File: src/rtl/pc_fetch_ctrl.sv
// Fetch/PC sequencer: issues one fetch at a time, holds the instruction until
// execute completes, then forms the next PC. PCFETCH_PERF_EN adds perf counters.
module pc_fetch_ctrl #(
    parameter logic [31:0] RESET_PC = 32'h8000_0000,
    parameter logic [31:0] TRAP_PC  = 32'h8000_0100
) (
    input  logic        clk,
    input  logic        rst_n,
    output logic        imem_req_valid,
    input  logic        imem_req_ready,
    output logic [31:0] imem_addr,
    input  logic        imem_rsp_valid,
    input  logic [31:0] imem_rsp_data,
    output logic [31:0] inst,
    output logic [31:0] inst_pc,
    output logic        inst_valid,
    input  logic        exec_done,
    input  logic [1:0]  pc_src,
    input  logic [31:0] imm,
    input  logic [31:0] rs1_val,
    input  logic        halt,
    output logic        trap,
    output logic [31:0] trap_epc,
`ifdef PCFETCH_PERF_EN
    output logic [63:0] perf_cycles,
    output logic [63:0] perf_retired,
`endif
    output logic        halted
);

    typedef enum logic [1:0] {StReq, StWait, StExec, StHalt} state_e;

    state_e      state_q, state_d;
    logic [31:0] pc_q, pc_d;
    logic [31:0] inst_q, inst_d;
    logic [31:0] inst_pc_q, inst_pc_d;
    logic        req_valid_q, req_valid_d;
    logic        inst_valid_q, inst_valid_d;
    logic        trap_q, trap_d;
    logic [31:0] trap_epc_q, trap_epc_d;
    logic        halted_q, halted_d;
    logic [31:0] target;
    logic        retire;

    assign retire = (state_q == StExec) && exec_done;

    always_comb begin
        case (pc_src)
            2'b01:   target = pc_q + imm;
            2'b10:   target = (rs1_val + imm) & 32'hFFFF_FFFE;
            default: target = pc_q + 32'd4;
        endcase
    end

    always_comb begin
        state_d    = state_q;
        pc_d       = pc_q;
        inst_d     = inst_q;
        inst_pc_d  = inst_pc_q;
        trap_d     = 1'b0;
        trap_epc_d = trap_epc_q;
        halted_d   = halted_q;
        unique case (state_q)
            StReq: begin
                // req_valid_q gates the handshake so nothing is accepted the cycle after reset
                if (req_valid_q && imem_req_ready) begin
                    state_d = StWait;
                end
            end
            StWait: begin
                if (imem_rsp_valid) begin
                    inst_d    = imem_rsp_data;
                    inst_pc_d = pc_q;
                    state_d   = StExec;
                end
            end
            StExec: begin
                if (exec_done) begin
                    if (halt) begin
                        halted_d = 1'b1;
                        state_d  = StHalt;
                    end else if (target[1:0] != 2'b00) begin
                        trap_d     = 1'b1;
                        trap_epc_d = target;
                        pc_d       = TRAP_PC;
                        state_d    = StReq;
                    end else begin
                        pc_d    = target;
                        state_d = StReq;
                    end
                end
            end
            StHalt: state_d = StHalt;
            default: state_d = StReq;
        endcase
        req_valid_d  = (state_d == StReq);
        inst_valid_d = (state_d == StExec);
    end

    always_ff @(posedge clk) begin
        if (!rst_n) begin
            state_q      <= StReq;
            pc_q         <= RESET_PC;
            inst_q       <= '0;
            inst_pc_q    <= '0;
            req_valid_q  <= 1'b0;
            inst_valid_q <= 1'b0;
            trap_q       <= 1'b0;
            trap_epc_q   <= '0;
            halted_q     <= 1'b0;
        end else begin
            state_q      <= state_d;
            pc_q         <= pc_d;
            inst_q       <= inst_d;
            inst_pc_q    <= inst_pc_d;
            req_valid_q  <= req_valid_d;
            inst_valid_q <= inst_valid_d;
            trap_q       <= trap_d;
            trap_epc_q   <= trap_epc_d;
            halted_q     <= halted_d;
        end
    end

    assign imem_req_valid = req_valid_q;
    assign imem_addr      = pc_q;
    assign inst           = inst_q;
    assign inst_pc        = inst_pc_q;
    assign inst_valid     = inst_valid_q;
    assign trap           = trap_q;
    assign trap_epc       = trap_epc_q;
    assign halted         = halted_q;

`ifdef PCFETCH_PERF_EN
    logic [63:0] perf_cycles_q, perf_cycles_d;
    logic [63:0] perf_retired_q, perf_retired_d;

    always_comb begin
        perf_cycles_d  = perf_cycles_q;
        perf_retired_d = perf_retired_q;
        if (state_q != StHalt) begin
            perf_cycles_d = perf_cycles_q + 64'd1;
        end
        if (retire) begin
            perf_retired_d = perf_retired_q + 64'd1;
        end
    end

    always_ff @(posedge clk) begin
        if (!rst_n) begin
            perf_cycles_q  <= '0;
            perf_retired_q <= '0;
        end else begin
            perf_cycles_q  <= perf_cycles_d;
            perf_retired_q <= perf_retired_d;
        end
    end

    assign perf_cycles  = perf_cycles_q;
    assign perf_retired = perf_retired_q;
`else
    logic unused_retire;
    assign unused_retire = retire;
`endif

endmodule

File: config.mk
export PLATFORM = sky130hd
export DESIGN_NAME = pc_fetch_ctrl
export DESIGN_NICKNAME = d
export VERILOG_FILES = /design/src/rtl/pc_fetch_ctrl.sv
export SDC_FILE = /design/constraint.sdc
export NUM_CORES = 1
export LEC_CHECK = 0
export BUFFER_PORTS_ARGS = -buffer_cell sky130_fd_sc_hd__buf_2
export CAP_MARGIN = 20
export CORE_UTILIZATION = 54
export CTS_CLUSTER_SIZE = 8
export DETAILED_ROUTE_END_ITERATION = 10
export PLACE_DENSITY_LB_ADDON = 0.2
export SLEW_MARGIN = 20
export SYNTH_ARGS = -nofsm -noshare
export SYNTH_HDL_FRONTEND = slang
export SYNTH_SLANG_ARGS = --single-unit
File: constraint.sdc
create_clock -name clk -period 4.2 [get_ports clk]
set_input_delay 0.21 -clock clk [delete_from_list [all_inputs] [get_ports clk]]
set_output_delay 0.21 -clock clk [all_outputs]
set_load 0.01 [all_outputs]
==> flow_summary_export.csv, run 1 <==
group,metric,value,unit
global_routing,globalRoute.busiestLayer,"met2",
min_path,holdPathStages,3,
min_path,hold_path_end,"inst[27]$_SDFFE_PN0P_",
critical_path,reg2reg_from,"imem_addr[0]$_SDFFE_PN0P_",
synth,ys_top_cells_by_count,"nand2_1, a21oi_1, dfxtp_1",
timing,finalSetupViolCount,0,
global_routing,antenna_found_initial,0,
cells_and_area,drive_gt1_share,21.95,%
floorplan,rows,46,
timing,min_period,3.428,ns
synth,syn_inst,1174,
drt,drt_iter0_markers,828,
global_routing,grt_max_degree,50,
placement,dp.cells,1579,
critical_path,startpoint_type,"flip-flop",
global_routing,gr-usage-all-layers,33.79,%
drt,drt.antenna.violating_nets,0,
timing,post-route-period-util,81.61,%
critical_path,reg2reg_slack,0.77,ns
critical_path,critPathMaxFanout,5,
floorplan,num_io_pins,236,
critical_path,reg2reg_depth,11,
timing,fmax,0.2917,GHz
synth,netlist_area,9035,µm²
critical_path,rr_endpoint,"trap_epc[30]$_SDFFE_PN0P_",
cells_and_area,nNetsFinal,1552,
critical_path,critPathKind,"flip-flop to flip-flop",
power,p_switching,0.9823,mW
cells_and_area,nFillCells,1419,
synth,synth_top_cell_by_area,"dfxtp_1",
global_routing,grt_use_met1,48.27,%
drt,via_count,9745,
synth,synth_ff_type,"dfxtp_1",
power,power,3.476,mW
clock_network,cts_buffer_depth,2,
global_routing,grt_pass1_wl,46.64,mm
global_routing,grtUsageMet3,5.285,%
clock_network,worstSkewPairLatency,0.41,ns
power,pwr-share-seq,37.9,%
global_routing,grt_pass1_vias,8657,
outcome,status,"finished clean",
power,swShare,28.26,%
power,clkPwrFrac,42.0,%
floorplan,die_w,131.4,µm
synth,synth_top_area_share,29.69,%
placement,port_buffers,235,
clock_network,cts-hold-fix-buffers,0,
drt,drc_errors,0,
critical_path,end_kind,"flip-flop",
cells_and_area,fin_util,67.89,%
synth,async_flop_share,0,%
power,combPwrFrac,20.1,%
placement,dp_hpwl,22.72,mm
placement,gp_congestion,1.025,
synth,seq_area_frac_synth,29.69,%
run,drv_cap,0,
global_routing,grtUsageMet2,52.16,%
global_routing,grt_overflow,0,
floorplan,start_util,56.06,%
clock_network,numCtsBuffers,17,
power,power_leakage,4.939,nW
drt,dr.pass1.iters,6,
synth,synth_edf_count,0,
min_path,worstHoldStart,"imem_rsp_data[27]",
cells_and_area,stdcell_count,1610,
clock_network,cts_tree,"done",
power,p_int,2.494,mW
clock_network,cts_root_buf,"clkbuf_16",
critical_path,cp.arrival,3.71,ns
synth,synthTopCellsByArea,"dfxtp_1, nand2_1, ha_1",
critical_path,required,4.48,ns
cells_and_area,multi_input_area,6017,µm²
timing,slew_headroom,35.33,%
clock_network,htreeDepth,4,
timing,finClkSkew,0.005461,ns
cells_and_area,diodes,0,
clock_network,post_cts_buffers,0,
floorplan,core_area,16120,µm²
synth,syn_avg_cell_area,7.696,µm²
floorplan,die_area,17250,µm²
clock_network,post_cts_resized,0,
floorplan,fp.dieH,131.4,µm
drt,wl_per_cell,18.43,µm
cells_and_area,area_delta_synth_final,21.09,%
cells_and_area,regArea,2683,µm²
clock_network,path_clk_slew,0.06,ns
drt,vias_per_cell,6.053,
power,peakVddDrop,0.2979,mV
synth,yosysWarnings,0,
timing,finalHoldViolCount,0,
power,powerDensity,317.7,nW/µm²
synth,synth.most_common_cell,"nand2_1",
synth,synth.distinct_cells,75,
timing,setup_tns,0,ns
timing,worst_pin_slew,0.9575,ns
timing,whs,0.03524,ns
synth,ys_ff_latch,134,
min_path,min_path_type,"primary input to flip-flop",
synth,syn-num-nets,1344,
timing,slew_violations,0,
drt,routed_wl,29.67,mm
clock_network,numClockSinks,134,
timing,rsz0062_at_grt,"no",
## state kept, by name, indices dropped and copies added (netlist names)
register	count
imem_addr	32
inst	32
inst_pc	32
trap_epc	32
state_q	2
halted	1
imem_req_valid	1
inst_valid	1
trap	1
## worst max-delay path by stage
stage	start	to	slack (ns)	cells after the start
after global placement	imem_addr[9]$_SDFFE_PN0P_	imem_addr[31]$_SDFFE_PN1P_	0.86	10
after global routing	imem_addr[1]$_SDFFE_PN0P_	imem_addr[31]$_SDFFE_PN1P_	0.54	10
after CTS	imem_addr[0]$_SDFFE_PN0P_	trap_epc[30]$_SDFFE_PN0P_	0.85	11
after detailed placement	imem_addr[9]$_SDFFE_PN0P_	imem_addr[31]$_SDFFE_PN1P_	0.90	10
final	imem_addr[0]$_SDFFE_PN0P_	trap_epc[30]$_SDFFE_PN0P_	0.77	11
after floorplan	imem_addr[24]$_SDFFE_PN0P_	imem_addr[31]$_SDFFE_PN1P_	1.18	11
## layer usage
layer / vias to the layer above / part of all wire (%)
met1: 4503 / 45
met3: 52 / 8.3
met4: 0 / 2.3
li1: 4684 / -
met5: - / 0
met2: 506 / 44
## area by class of cell
cell class / instances / share of cell area [%]
multi-input combinational: 954 / 55.00
clock buffer: 21 / 4.117
inverter: 23 / 0.7891
tap: 216 / 2.470
clock inverter: 10 / 1.189
sequential: 134 / 24.52
timing repair buffer: 252 / 11.92
## power groups by stage
stage / sequential (mW) / clock, mW / combinational (mW)
finish: 1.32 / 1.46 / 0.699
global route: 1.32 / 1.54 / 0.764
CTS: 1.32 / 1.47 / 0.684
detailed placement: 1.35 / 0 / 0.680
global placement: 1.34 / 0 / 0.678
floorplan: 1.35 / 0 / 0.446
## cell usage in the layout, fill, tap and decap left out, types with 33 or more instances in the layout
cell type,netlist,routed
dfxtp_1,134,134
a21o_1,33,33
ha_1,64,64
o21ai_0,49,49
xnor2_1,39,39
nor2_1,52,52
xor2_1,39,39
buf_2,10,235
a21oi_1,159,159
nand2_1,231,231
## per-stage QoR
stage                     cell area (µm²)  setup slack [ns]
final                               10940            0.7723
after global routing                10940            0.5390
after CTS                           10940            0.8532
after detailed placement            10360            0.8996
after global placement              10360            0.8582
after floorplan                      9035             1.182
## worst max-delay path, stage by stage, from the launching register on
cell,delay [ns]
dfxtp_1,0.34
ha_1,0.25
fa_1,0.40
a21o_1,0.21
o2bb2ai_1,0.19
a211oi_1,0.48
o21ai_0,0.32
a221oi_1,0.40
xor2_1,0.18
o31ai_1,0.10
a211oi_2,0.29
a21oi_1,0.12
## kinds of logic after synthesis
group | Yosys count | synth area share, %
mux | 4 | 0.5123
simple gates | 411 | 20.79
flops | 134 | 29.69
xor+xnor | 78 | 7.561
buf+inv | 86 | 3.795
compound gates | 395 | 28.35
fa+ha+maj | 66 | 9.306
Power figures use the tool's default switching activity.
==> run 2: changes to the inputs <==
--- a/config.mk
+++ b/config.mk
@@ -5,9 +5,10 @@
 export SDC_FILE = /design/constraint.sdc
 export NUM_CORES = 1
 export LEC_CHECK = 0
+export ABC_AREA = 1
 export BUFFER_PORTS_ARGS = -buffer_cell sky130_fd_sc_hd__buf_2
 export CAP_MARGIN = 20
-export CORE_UTILIZATION = 54
+export CORE_UTILIZATION = 50
 export CTS_CLUSTER_SIZE = 8
 export DETAILED_ROUTE_END_ITERATION = 10
 export PLACE_DENSITY_LB_ADDON = 0.2
==> constraint.sdc (replaced) <==
create_clock -name clk -period 2.8 [get_ports clk]
set_input_delay 0.14 -clock clk [delete_from_list [all_inputs] [get_ports clk]]
set_output_delay 0.14 -clock clk [all_outputs]
set_load 0.01 [all_outputs]
==> run 2 against run 1 <==
Effect of this change: the run now ends with hold timing left; final area up 18%; worst setup slack worse by 0.53 ns; synthesized area rose by 16%; critical path depth is 1 higher; fmax up 34%; utilization down 4.5 points; via count up 28%; synthesized cell count up 54%; critical endpoint is now trap_epc[23]$_SDFFE_PN0P_; largest power group unchanged.
==> flow_summary_export.csv, run 2 <==
group,metric,value,unit
drt,via_count,12503,
drt,wl_per_cell,16.43,µm
floorplan,core_area,20430,µm²
global_routing,grt_use_met1,47.85,%
timing,finClkSkew,0.009962,ns
floorplan,die_area,21570,µm²
global_routing,gr-usage-all-layers,35.59,%
timing,slew_violations,0,
critical_path,cp.arrival,2.92,ns
placement,dp_hpwl,30.59,mm
min_path,min_path_type,"primary input to flip-flop",
drt,drt_iter0_markers,984,
global_routing,grt_max_degree,65,
drt,dr.pass1.iters,5,
clock_network,cts_buffer_depth,2,
synth,synth_top_area_share,25.56,%
timing,worst_pin_slew,0.8306,ns
power,power_leakage,7.061,nW
cells_and_area,nFillCells,2019,
clock_network,numCtsBuffers,17,
drt,drt.antenna.violating_nets,0,
synth,ys_top_cells_by_count,"nand2_1, inv_1, nor2_1",
global_routing,antenna_found_initial,0,
power,powerDensity,446.1,nW/µm²
run,drv_cap,0,
critical_path,rr_endpoint,"trap_epc[23]$_SDFFE_PN0P_",
power,peakVddDrop,0.4788,mV
synth,netlist_area,10500,µm²
cells_and_area,nNetsFinal,2241,
synth,synth_edf_count,0,
clock_network,worstSkewPairLatency,0.42,ns
timing,slew_headroom,44.11,%
timing,post-route-period-util,91.49,%
synth,ys_ff_latch,134,
placement,port_buffers,235,
synth,synth.most_common_cell,"nand2_1",
timing,min_period,2.562,ns
synth,synth_top_cell_by_area,"dfxtp_1",
floorplan,fp.dieH,146.9,µm
synth,yosysWarnings,0,
critical_path,critPathKind,"flip-flop to flip-flop",
timing,finalHoldViolCount,1,
clock_network,path_clk_slew,0.06,ns
global_routing,grt_overflow,0,
synth,seq_area_frac_synth,25.56,%
synth,synth_ff_type,"dfxtp_1",
floorplan,rows,52,
synth,synth.distinct_cells,45,
global_routing,grtUsageMet3,5.497,%
cells_and_area,area_delta_synth_final,23.32,%
critical_path,worstSetupEndpoint,"trap_epc[23]$_SDFFE_PN0P_",
floorplan,num_io_pins,236,
placement,gp_congestion,0.9907,
drt,drc_errors,0,
synth,syn_avg_cell_area,5.811,µm²
drt,vias_per_cell,5.311,
drt,routed_wl,38.68,mm
critical_path,end_kind,"flip-flop",
floorplan,die_w,146.9,µm
critical_path,reg2reg_from,"imem_addr[0]$_SDFFE_PN0P_",
critical_path,crit_start,"imem_addr[0]$_SDFFE_PN0P_",
global_routing,grtUsageMet2,58.91,%
critical_path,critPathMaxFanout,30,
cells_and_area,mostFrequentLayoutCells,"nand2_1, inv_1, buf_2",
timing,whs,-0.0006393,ns
global_routing,grt_pass1_vias,11384,
synth,async_flop_share,0,%
global_routing,globalRoute.busiestLayer,"met2",
cells_and_area,diodes,0,
synth,syn_inst,1806,
timing,finalSetupViolCount,0,
placement,pre_cts_ws,0.2826,ns
timing,setup_ws,0.2382,ns
synth,synthTopCellsByArea,"dfxtp_1, nand2_1, inv_1",
cells_and_area,final_common_cell,"nand2_1",
clock_network,htreeDepth,4,
timing,rsz0062_at_grt,"no",
clock_network,post_cts_buffers,0,
clock_network,cts_root_buf,"clkbuf_16",
floorplan,start_util,51.37,%
critical_path,required,3.16,ns
synth,syn-num-nets,1976,
outcome,violations,"hold timing",
timing,setup_tns,0,ns
timing,fmax,0.3904,GHz
critical_path,reg2reg_slack,0.24,ns
cells_and_area,drive_gt1_share,16.17,%
outcome,status,"finished, violations left",
clock_network,numClockSinks,134,
clock_network,cts_tree,"done",
critical_path,reg2reg_depth,12,
critical_path,startpoint_type,"flip-flop",
global_routing,grt_pass1_wl,60.24,mm
[run 2: final cells by class]
type	instances	area, µm²	area share [%]
Multi-Input combinational cell	1365	6651	51.39
Sequential cell	134	2683	20.73
Timing Repair Buffer	294	1679	12.97
Inverter	259	972.2	7.512
Clock buffer	17	425.4	3.287
Tap cell	270	337.8	2.610
Clock inverter	15	193.9	1.498
[run 2: worst max-delay path, stage by stage (launching register included)]
cell      delay (ns)
dfxtp_1         0.41
ha_1            0.27
fa_1            0.45
nand3_1         0.10
o211ai_1        0.13
nor2_1          0.22
inv_1           0.09
nand2_1         0.10
nand2_1         0.12
inv_1           0.07
buf_4           0.34
nand2_1         0.11
nand2_1         0.09
[run 2: power breakdown]
part	switching, mW	internal [mW]	leakage [nW]
Combinational	0.869	0.468	5.68
Clock	0.945	1.43	0.299
Sequential	0.0518	2.01	1.08
Total	1.87	3.91	7.06
[run 2: cells by family (layout without fill, tap and decap cells)]
logic type / after synthesis / count (layout) / share of synthesized area [%]
compound gates: 242 / 242 / 12.26
xor+xnor: 16 / 16 / 1.335
fa+ha+maj: 66 / 66 / 8.011
buf+inv: 307 / 585 / 11.13
flops: 134 / 134 / 25.56
simple gates: 1041 / 1041 / 41.70
[run 2: timing repair]
action	CTS	global route
endpoints found under the hold margin	24	0
endpoints found under the setup margin	0	1
resized for setup	0	1
hold buffers	24	0
[run 2: stage by stage]
stage	util, %	std cells	total power [mW]	cell area (µm²)
6_report	63.35	2354	5.773	12940
4_1_cts	63.33	2354	5.760	12940
2_1_floorplan	-	1806	2.920	10500
3_3_place_gp	59.12	2298	3.366	12080
3_5_place_dp	59.12	2298	3.380	12080
5_1_grt	63.35	2354	6.036	12940
[run 2: worst min-delay path by stage]
stage,start,end,slack (ns),cells past startpoint
floorplan,halt,halted$_SDFFE_PN0P_,0.30,2
global placement,imem_rsp_data[3],inst[3]$_SDFFE_PN0P_,0.39,3
detailed placement,imem_rsp_data[28],inst[28]$_SDFFE_PN0P_,0.40,3
CTS,imem_rsp_data[9],inst[9]$_SDFFE_PN0P_,0.005,3
global route,imem_rsp_data[25],inst[25]$_SDFFE_PN0P_,0.02,3
finish,imem_rsp_data[9],inst[9]$_SDFFE_PN0P_,-0.0006,3
[run 2: metal layers]
metal | up-vias | wire length, µm
li1 | 6294 | -
met1 | 5629 | 17340
met2 | 515 | 17620
met3 | 65 | 2774
met4 | 0 | 950
met5 | - | 0
